[src/rtl/mdio_master.sv]
// Clause-22/45 MDIO master: optional preamble, 32-bit frame shifted MSB-first, 16-bit capture on read opcodes.
// MDC is low for CLK_DIV clocks then high for CLK_DIV clocks per bit; mdio_start is ignored while busy.
module mdio_master #(
   parameter int CLK_DIV      = 4,
   parameter int PREAMBLE_LEN = 32
) (
   input  logic        clk,
   input  logic        reset,
   input  logic        mdio_start,
   input  logic [31:0] t_data,
   input  logic        mdio_in,
   output logic [15:0] rd_data,
   output logic        data_rdy,
   output logic        mdc,
   output logic        mdio_oe,
   output logic        mdio_out,
   output logic        busy
);

   localparam int DIVW = (CLK_DIV > 1) ? $clog2(CLK_DIV) : 1;
   localparam logic [DIVW-1:0] DIV_LAST = DIVW'(CLK_DIV - 1);
   localparam logic [5:0] PRE_LAST = (PREAMBLE_LEN > 0) ? 6'(PREAMBLE_LEN - 1) : 6'd0;

   localparam logic [2:0] S_IDLE = 3'd0;
   localparam logic [2:0] S_PRE  = 3'd1;
   localparam logic [2:0] S_HDR  = 3'd2;
   localparam logic [2:0] S_TA   = 3'd3;
   localparam logic [2:0] S_DATA = 3'd4;

   logic [2:0]      state_q, state_d;
   logic [DIVW-1:0] div_q, div_d;
   logic            mdc_q, mdc_d;
   logic [5:0]      bit_q, bit_d;
   logic [5:0]      bit_last;
   logic [31:0]     shift_q, shift_d;
   logic            rd_op_q, rd_op_d;
   logic [15:0]     cap_q, cap_d;
   logic [15:0]     rd_data_q, rd_data_d;
   logic            data_rdy_q, data_rdy_d;
   logic            busy_q, busy_d;
   logic            oe_q, out_q;
   logic [1:0]      drv_d;

   // Pad drive for a bit as {oe, out}; read frames release the line from turnaround on.
   function automatic logic [1:0] drive(input logic [2:0] st, input logic rd, input logic msb);
      logic [1:0] r;
      r = 2'b00;
      case (st)
         S_PRE:          r = 2'b11;
         S_HDR:          r = {1'b1, msb};
         S_TA, S_DATA:   r = rd ? 2'b00 : {1'b1, msb};
         default:        r = 2'b00;
      endcase
      return r;
   endfunction

   always_comb begin
      case (state_q)
         S_PRE:   bit_last = PRE_LAST;
         S_HDR:   bit_last = 6'd13;
         S_TA:    bit_last = 6'd1;
         default: bit_last = 6'd15;
      endcase
   end

   always_comb begin
      state_d    = state_q;
      div_d      = div_q;
      mdc_d      = mdc_q;
      bit_d      = bit_q;
      shift_d    = shift_q;
      rd_op_d    = rd_op_q;
      cap_d      = cap_q;
      rd_data_d  = rd_data_q;
      data_rdy_d = 1'b0;
      busy_d     = busy_q;
      if (!busy_q) begin
         if (mdio_start) begin
            state_d = (PREAMBLE_LEN > 0) ? S_PRE : S_HDR;
            shift_d = t_data;
            rd_op_d = t_data[29];
            busy_d  = 1'b1;
            div_d   = '0;
            mdc_d   = 1'b0;
            bit_d   = 6'd0;
         end
      end else if (div_q == DIV_LAST) begin
         div_d = '0;
         mdc_d = ~mdc_q;
         if (!mdc_q && state_q == S_DATA && rd_op_q)
            cap_d = {cap_q[14:0], mdio_in};
         // End of the high phase closes the current bit.
         if (mdc_q) begin
            if (state_q != S_PRE)
               shift_d = {shift_q[30:0], 1'b0};
            if (bit_q == bit_last) begin
               bit_d = 6'd0;
               case (state_q)
                  S_PRE:   state_d = S_HDR;
                  S_HDR:   state_d = S_TA;
                  S_TA:    state_d = S_DATA;
                  default: begin
                     state_d = S_IDLE;
                     busy_d  = 1'b0;
                     if (rd_op_q) begin
                        rd_data_d  = cap_q;
                        data_rdy_d = 1'b1;
                     end
                  end
               endcase
            end else begin
               bit_d = bit_q + 6'd1;
            end
         end
      end else begin
         div_d = div_q + 1'b1;
      end
      drv_d = drive(state_d, rd_op_d, shift_d[31]);
   end

   always_ff @(posedge clk) begin
      if (reset) begin
         state_q    <= S_IDLE;
         div_q      <= '0;
         mdc_q      <= 1'b0;
         bit_q      <= 6'd0;
         shift_q    <= 32'd0;
         rd_op_q    <= 1'b0;
         cap_q      <= 16'd0;
         rd_data_q  <= 16'd0;
         data_rdy_q <= 1'b0;
         busy_q     <= 1'b0;
         oe_q       <= 1'b0;
         out_q      <= 1'b0;
      end else begin
         state_q    <= state_d;
         div_q      <= div_d;
         mdc_q      <= mdc_d;
         bit_q      <= bit_d;
         shift_q    <= shift_d;
         rd_op_q    <= rd_op_d;
         cap_q      <= cap_d;
         rd_data_q  <= rd_data_d;
         data_rdy_q <= data_rdy_d;
         busy_q     <= busy_d;
         oe_q       <= drv_d[1];
         out_q      <= drv_d[0];
      end
   end

   assign rd_data  = rd_data_q;
   assign data_rdy = data_rdy_q;
   assign mdc      = mdc_q;
   assign mdio_oe  = oe_q;
   assign mdio_out = out_q;
   assign busy     = busy_q;

endmodule
[config.mk]
export PLATFORM = sky130hd
export DESIGN_NAME = mdio_master
export DESIGN_NICKNAME = d
export VERILOG_FILES = /design/src/rtl/mdio_master.sv
export SDC_FILE = /design/constraint.sdc
export NUM_CORES = 1
export LEC_CHECK = 0
export BUFFER_PORTS_ARGS = -buffer_cell sky130_fd_sc_hd__buf_2
export CORE_UTILIZATION = 35
export DETAILED_ROUTE_END_ITERATION = 8
export GPL_ROUTABILITY_DRIVEN = 0
export PLACE_DENSITY = 0.62
export SKIP_LAST_GASP = 1
export SYNTH_ARGS = -nofsm -noshare
export SYNTH_HDL_FRONTEND = slang
export SYNTH_SLANG_ARGS = --single-unit
[constraint.sdc]
create_clock -name clk -period 2.4 [get_ports clk]
set_clock_uncertainty 0.2 [all_clocks]
set_input_delay 0.24 -clock clk [delete_from_list [all_inputs] [get_ports clk]]
set_output_delay 0.24 -clock clk [all_outputs]
set_load 0.01 [all_outputs]
Word-level counts from Yosys, hierarchy flattened
Cells that the tools add are included.

Bits of input ports: 36. Output and inout bits: 21. Logic and storage cells: 80. Register bits: 81.

Add/subtract/negate cells: 2. Reductions and logical operators: 12. Multiplexer cells: 34. Equal/unequal tests: 14. Bitwise logic cells: 5.

Operators with widths (number): 32-bit 2-to-1 mux (5); 6-bit 2-to-1 mux (5); 3-bit 2-to-1 mux (5); 5-bit one-hot mux with 3 select lines (1); 3-bit by 2-bit equality test with 1-bit output, second input constant (4); 1-bit 2-to-1 mux (12); 3-bit one-hot mux with 3 select lines (1); 2-bit 2-to-1 mux (4); 8-bit OR reduction (1); 6-bit by 1-bit adder with 6-bit output, second input constant (1); 3-bit by 1-bit equality test with 1-bit output, second input constant (2); 3-bit equality test, second input constant (2); 6-bit equality test (1); 2-bit one-hot mux with 3 select lines (1); 3-bit AND reduction (2); 6-bit AND reduction (1); 1-bit NOT (5); 2-bit by 1-bit inequality test with 1-bit output, second input constant (2); 4-bit AND reduction (1); 3-bit by 1-bit inequality test with 1-bit output, second input constant (1); 3-bit OR reduction (1); 2-bit by 1-bit adder with 2-bit output, second input constant (1); 2-bit equality test, second input constant (1); 1-bit logical AND (2); 5 further kinds (5).

Longest topological paths before layout
Depth after elaboration: 10. Mapped depth: 9. Depth with buffers taken out: 7.

Worst setup path after synthesis
Ideal clock, no wire load.

Path type: register to register. From: register state_q[0]. To: register rd_data_q[10] (netlist: rd_data[10]). Clock period less this slack: 2416 ps. Library setup time: 128 ps. Required time: 2072 ps. Setup slack: -16 ps. Arrival: 2088 ps. Cell stages (with the launch flop): 10. Path buffers: 3. Path through: dfxtp_1 -> buf_6 -> nor2b_1 -> or3b_4 -> a211oi_2 -> and4_1 -> buf_4 -> buf_8 -> mux2i_1 -> nor2_1.

Longest elaborated chain between the ends: 4. Elaborated cells on any way between the ends: 8. Classes of those cells: eq/ne: 4; mux: 1; bitwise: 1; reduce/logical: 2.

RTL lines: from (decl) (line 30) `logic [2:0] state_q, state_d;`; from (signal assigned) (line 136) `state_q <= state_d;`; 3-bit by 2-bit equality test with 1-bit output / 3-bit by 1-bit equality test with 1-bit output (equally long branches) (line 58, 98); 5-bit one-hot mux with 3 select lines / 3-bit OR reduction (equally long branches); 6-bit equality test / 1-bit NOT (equally long branches); 6-bit AND reduction (no source line) (*); to (signal assigned) (line 143) `rd_data_q <= rd_data_d;`; to (decl) (line 38) `logic [15:0] rd_data_q, rd_data_d;`.

Every way passes the cells marked *; elsewhere a longest branch is shown, timed or not. A chain may end at the register's enable or synchronous reset.

Final worst setup path
From: register bit_q[3]. To: register oe_q (netlist: mdio_oe).

Longest elaborated chain between the ends: 8. Elaborated cells on any way between the ends: 11. Classes of those cells: eq/ne: 5; mux: 5; reduce/logical: 1.

RTL lines: from (decl) (line 33) `logic [5:0] bit_q, bit_d;`; from (signal assigned) (line 139) `bit_q <= bit_d;`; 6-bit equality test (*) (line 96) `if (bit_q == bit_last) begin`; 3-bit 2-to-1 mux (*) (line 96); 3-bit 2-to-1 mux (*) (line 93) `if (mdc_q) begin`; 3-bit 2-to-1 mux (*) (line 87) `end else if (div_q == DIV_LAST) begin`; 3-bit 2-to-1 mux (*) (line 77) `if (!busy_q) begin`; 3-bit by 2-bit equality test with 1-bit output / 3-bit equality test (equally long branches) (line 48) `case (st)`; 2-bit OR reduction (line 48); 2-bit one-hot mux with 3 select lines (*) (line 48); to (signal assigned) (line 146) `oe_q <= drv_d[1];`; to (decl) (line 41) `logic oe_q, out_q;`.

Marks and branches as above.

==> flow_summary_export.csv <==
group,metric,value,unit
finish,area_used_by_sequential_logic_in_the_layout,1630,sq um
routing,post-route-drc-count,0,
global_routing,grt_overflow,0,
setup_path,criticalPathCategory,"reg2reg",
routing,drt_first_iter_violations,306,
synth,netlist_top_cells_area,"sky130_fd_sc_hd__dfxtp_1 (49%), sky130_fd_sc_hd__mux2i_1 (11%), sky130_fd_sc_hd__nor2_1 (9.1%)",
synth,ys_dominant_reg_cell,"sky130_fd_sc_hd__dfxtp_1",
finish,n_fill_cell,873,
finish,layout-area-overhead-vs-synth,30.6,%
floorplan,width_of_the_chip,99.6,microns
synth,netlist-cell-type-count,48,
clock_network,numClockSinks,81,
finish,post_route_cells_drive_above_1_share,24.0,%
worst_hold_path,hp_class,"in2reg",
global_routing,grtUsageTotal,16.2,%
timing,maxSlewViolCount,0,
timing,rsz0062_at_grt,"false",
global_routing,first_global_vias,2688,
setup_path,worstPathRequired,2.42,ns
synth,syn_area,3330,sq um
timing,fin_hold_ws,0.109,ns
timing,timing_hold_violations_final,0,
timing,worst_slew_pin_slew,0.493,ns
synth,ys_warn_count,0,
floorplan,io_pins,57,
clock_network,cts-root-to-sink-buffers,2,
timing,report.final.setup_viol,0,
power,vdd.ir_drop.worst,0.000247,V
timing,final.setup.tns,0,ns
synth,combinational_family_with_the_most_area_after_synthesis,"compound AO/OA/AOI/OAI gates",
place,place.port_buffers,56,
synth,seq_area_frac_synth,48.7,%
clock_network,clk_transition_reported_paths,0.08,ns
timing,fmax,441,MHz
finish,insertedDiodeCount,0,
synth,yosys.area_share.adder,0.751,%
global_routing,antenna_found_initial,0,
routing,drt-pass1-iter-count,9,
synth,synthesis.instances,342,
floorplan,fp.dieArea,9910,sq um
synth,yosys_register_bits,81,
routing,antenna_violating_nets_post_route,0,
setup_path,timing.critical_path.arrival,2.28,ns
job,timing.max_cap.violations,0,
synth,synth-async-reset-ratio,0,%
finish,multiInputGateArea,1590,sq um
routing,route.detailed.wl_per_inst,13.7,microns
global_routing,grt_start_max_net_pins,38,
setup_path,critPathMaxFanout,5,
setup_path,end_kind,"flop",
place,hpwl_detailed,4900,microns
floorplan,initial_utilization,36.1,%
finish,final_nets,471,
synth,postSynthNetCount,380,
clock_network,cts_made_buffers,9,
synth,synth_commonest_cells,"sky130_fd_sc_hd__dfxtp_1 (81), sky130_fd_sc_hd__nor2_1 (81), sky130_fd_sc_hd__mux2i_1 (36)",
power,powerDensity,611,nW/um^2
clock_network,worst_skew_pair.late_latency,0.35,ns
floorplan,fp.dieH,99.6,microns
setup_path,critPathLaunchType,"flop",
clock_network,cts_root_buffer,"sky130_fd_sc_hd__clkbuf_8",
clock_network,cts_tree,"done",
floorplan,placement_row_count,35,
clock_network,cts_max_level,3,
floorplan,floorplan.core_area,9240,sq um
routing,route.vias.total,2962,
global_routing,global_route_wire_length_before_repair,12800,microns
run_status,outcome,"completed",
timing,final.min_clock_period,2.27,ns
synth,fraction_of_the_mapped_netlist_area_in_compound_gates,18.3,%
timing,max_slew_margin,67.1,%
synth,synth_largest_type_area_fraction,48.7,%
routing,postRouteWirelength,7780,microns
timing,finalCritPeriodShare,94.5,%
synth,synth_largest_area_cell,"sky130_fd_sc_hd__dfxtp_1",
synth,synth_edf_count,0,
synth,simple_gate_share_of_the_synthesized_area,16.7,%
routing,average_via_count_per_standard_cell,5.23,
synth,yosys-mux-area-fraction,11.2,%
power,total_leakage_power,0.00180,uW
synth,synth_xor_xnor_area_share,0.263,%
synth,syn-mean-instance-area,9.74,sq um
-- state kept, by name, summed over array words and instances (netlist names), 2 cells and up --
name     flops
shift_q     32
cap_q       16
rd_data     16
bit_q        6
state_q      3
div_q        2
-- cell families after synthesis --
group | count (synthesis)
buffers and inverters | 30
XOR/XNOR | 1
multiplexers | 37
AND/OR/NAND/NOR | 120
adder cells (fa/ha/maj) | 2
flip-flops | 81
AO/OA/AOI/OAI | 71
-- report_power, final --
group          internal, uW  switching [uW]  total [uW]
Clock                   531             477        1010
Sequential             1380            24.0        1410
Combinational           129             116         245
-- placed cells by master (no fill, tap or decap), drive strengths merged, types with 2 or more instances in the layout --
cell         netlist  layout
a2111oi            2       2
mux2i             36      36
o211ai             2       2
a222oi            29      29
and3               2       2
a221oi             2       2
a211oi             5       5
dlygate4sd3        0      31
nor3b              4       4
nand3              3       3
nand2b             3       3
nand2              6       6
o21ai              8       8
and2               4       4
clkbuf            23      11
inv                3       3
and3b              2       2
dfxtp             81      81
nor3               5       5
nor2b              4       4
nor2              81      81
a22oi              2       2
a21o               3       3
a21oi             12      12
clkinvlp           0       3
buf                4      76
ha                 2       2
-- final cells by class --
| class | instances | area share (%) |
|---|---|---|
| Timing Repair Buffer | 107 | 17.6 |
| Clock inverter | 4 | 1.21 |
| Clock buffer | 11 | 3.48 |
| Tap cell | 129 | 3.71 |
| Sequential cell | 81 | 37.3 |
| Inverter | 3 | 0.259 |
| Multi-Input combinational cell | 231 | 36.4 |
-- path summary, 6_finish.rpt --
kind                            startpoint    endpoint  slack, ns  cells past startpoint
worst max-delay path              bit_q[3]     mdio_oe       0.13                      6
worst min-delay path            mdio_start    div_q[1]       0.11                      4
worst max register to register    bit_q[3]     mdio_oe       0.13                      6
worst min register to register  rd_data[6]  rd_data[6]       0.29                      2
-- metal layers --
layer,global-route usage [%],vias up,part of all wire [%]
met4,6.56,0,1.7
met1,21.0,1430,46
met2,25.6,79,48
li1,-,1439,-
met3,4.36,14,4.1
met5,0,-,0
-- critical path, stage by stage (launching register included) --
cell,delay [ns]
sky130_fd_sc_hd__dfxtp_4,0.36
sky130_fd_sc_hd__and2_4,0.16
sky130_fd_sc_hd__or3b_4,0.42
sky130_fd_sc_hd__a2111o_1,0.47
sky130_fd_sc_hd__o211ai_1,0.24
sky130_fd_sc_hd__and2_1,0.20
sky130_fd_sc_hd__a211oi_1,0.07
-- per-stage QoR --
stage	area (sq um)	utilization [%]	setup WS, ns	cells	total power, uW
2_1_floorplan	3340	-	0.0330	342	1560
3_3_place_gp	3830	41.4	0.132	519	1630
3_5_place_dp	3830	41.4	0.0640	519	1640
4_1_cts	4340	47.0	0.0565	565	2690
5_1_grt	4350	47.1	0.0354	566	2780
6_report	4350	47.1	0.133	566	2660
-- what timing repair did --
item	4_1_cts	5_1_grt
endpoints found under the setup margin	0	16
buffers inserted	0	1
resized for setup	0	3
hold endpoints to repair	31	0
hold buffers	31	0
Note: power is estimated with default switching activity, not from simulation.
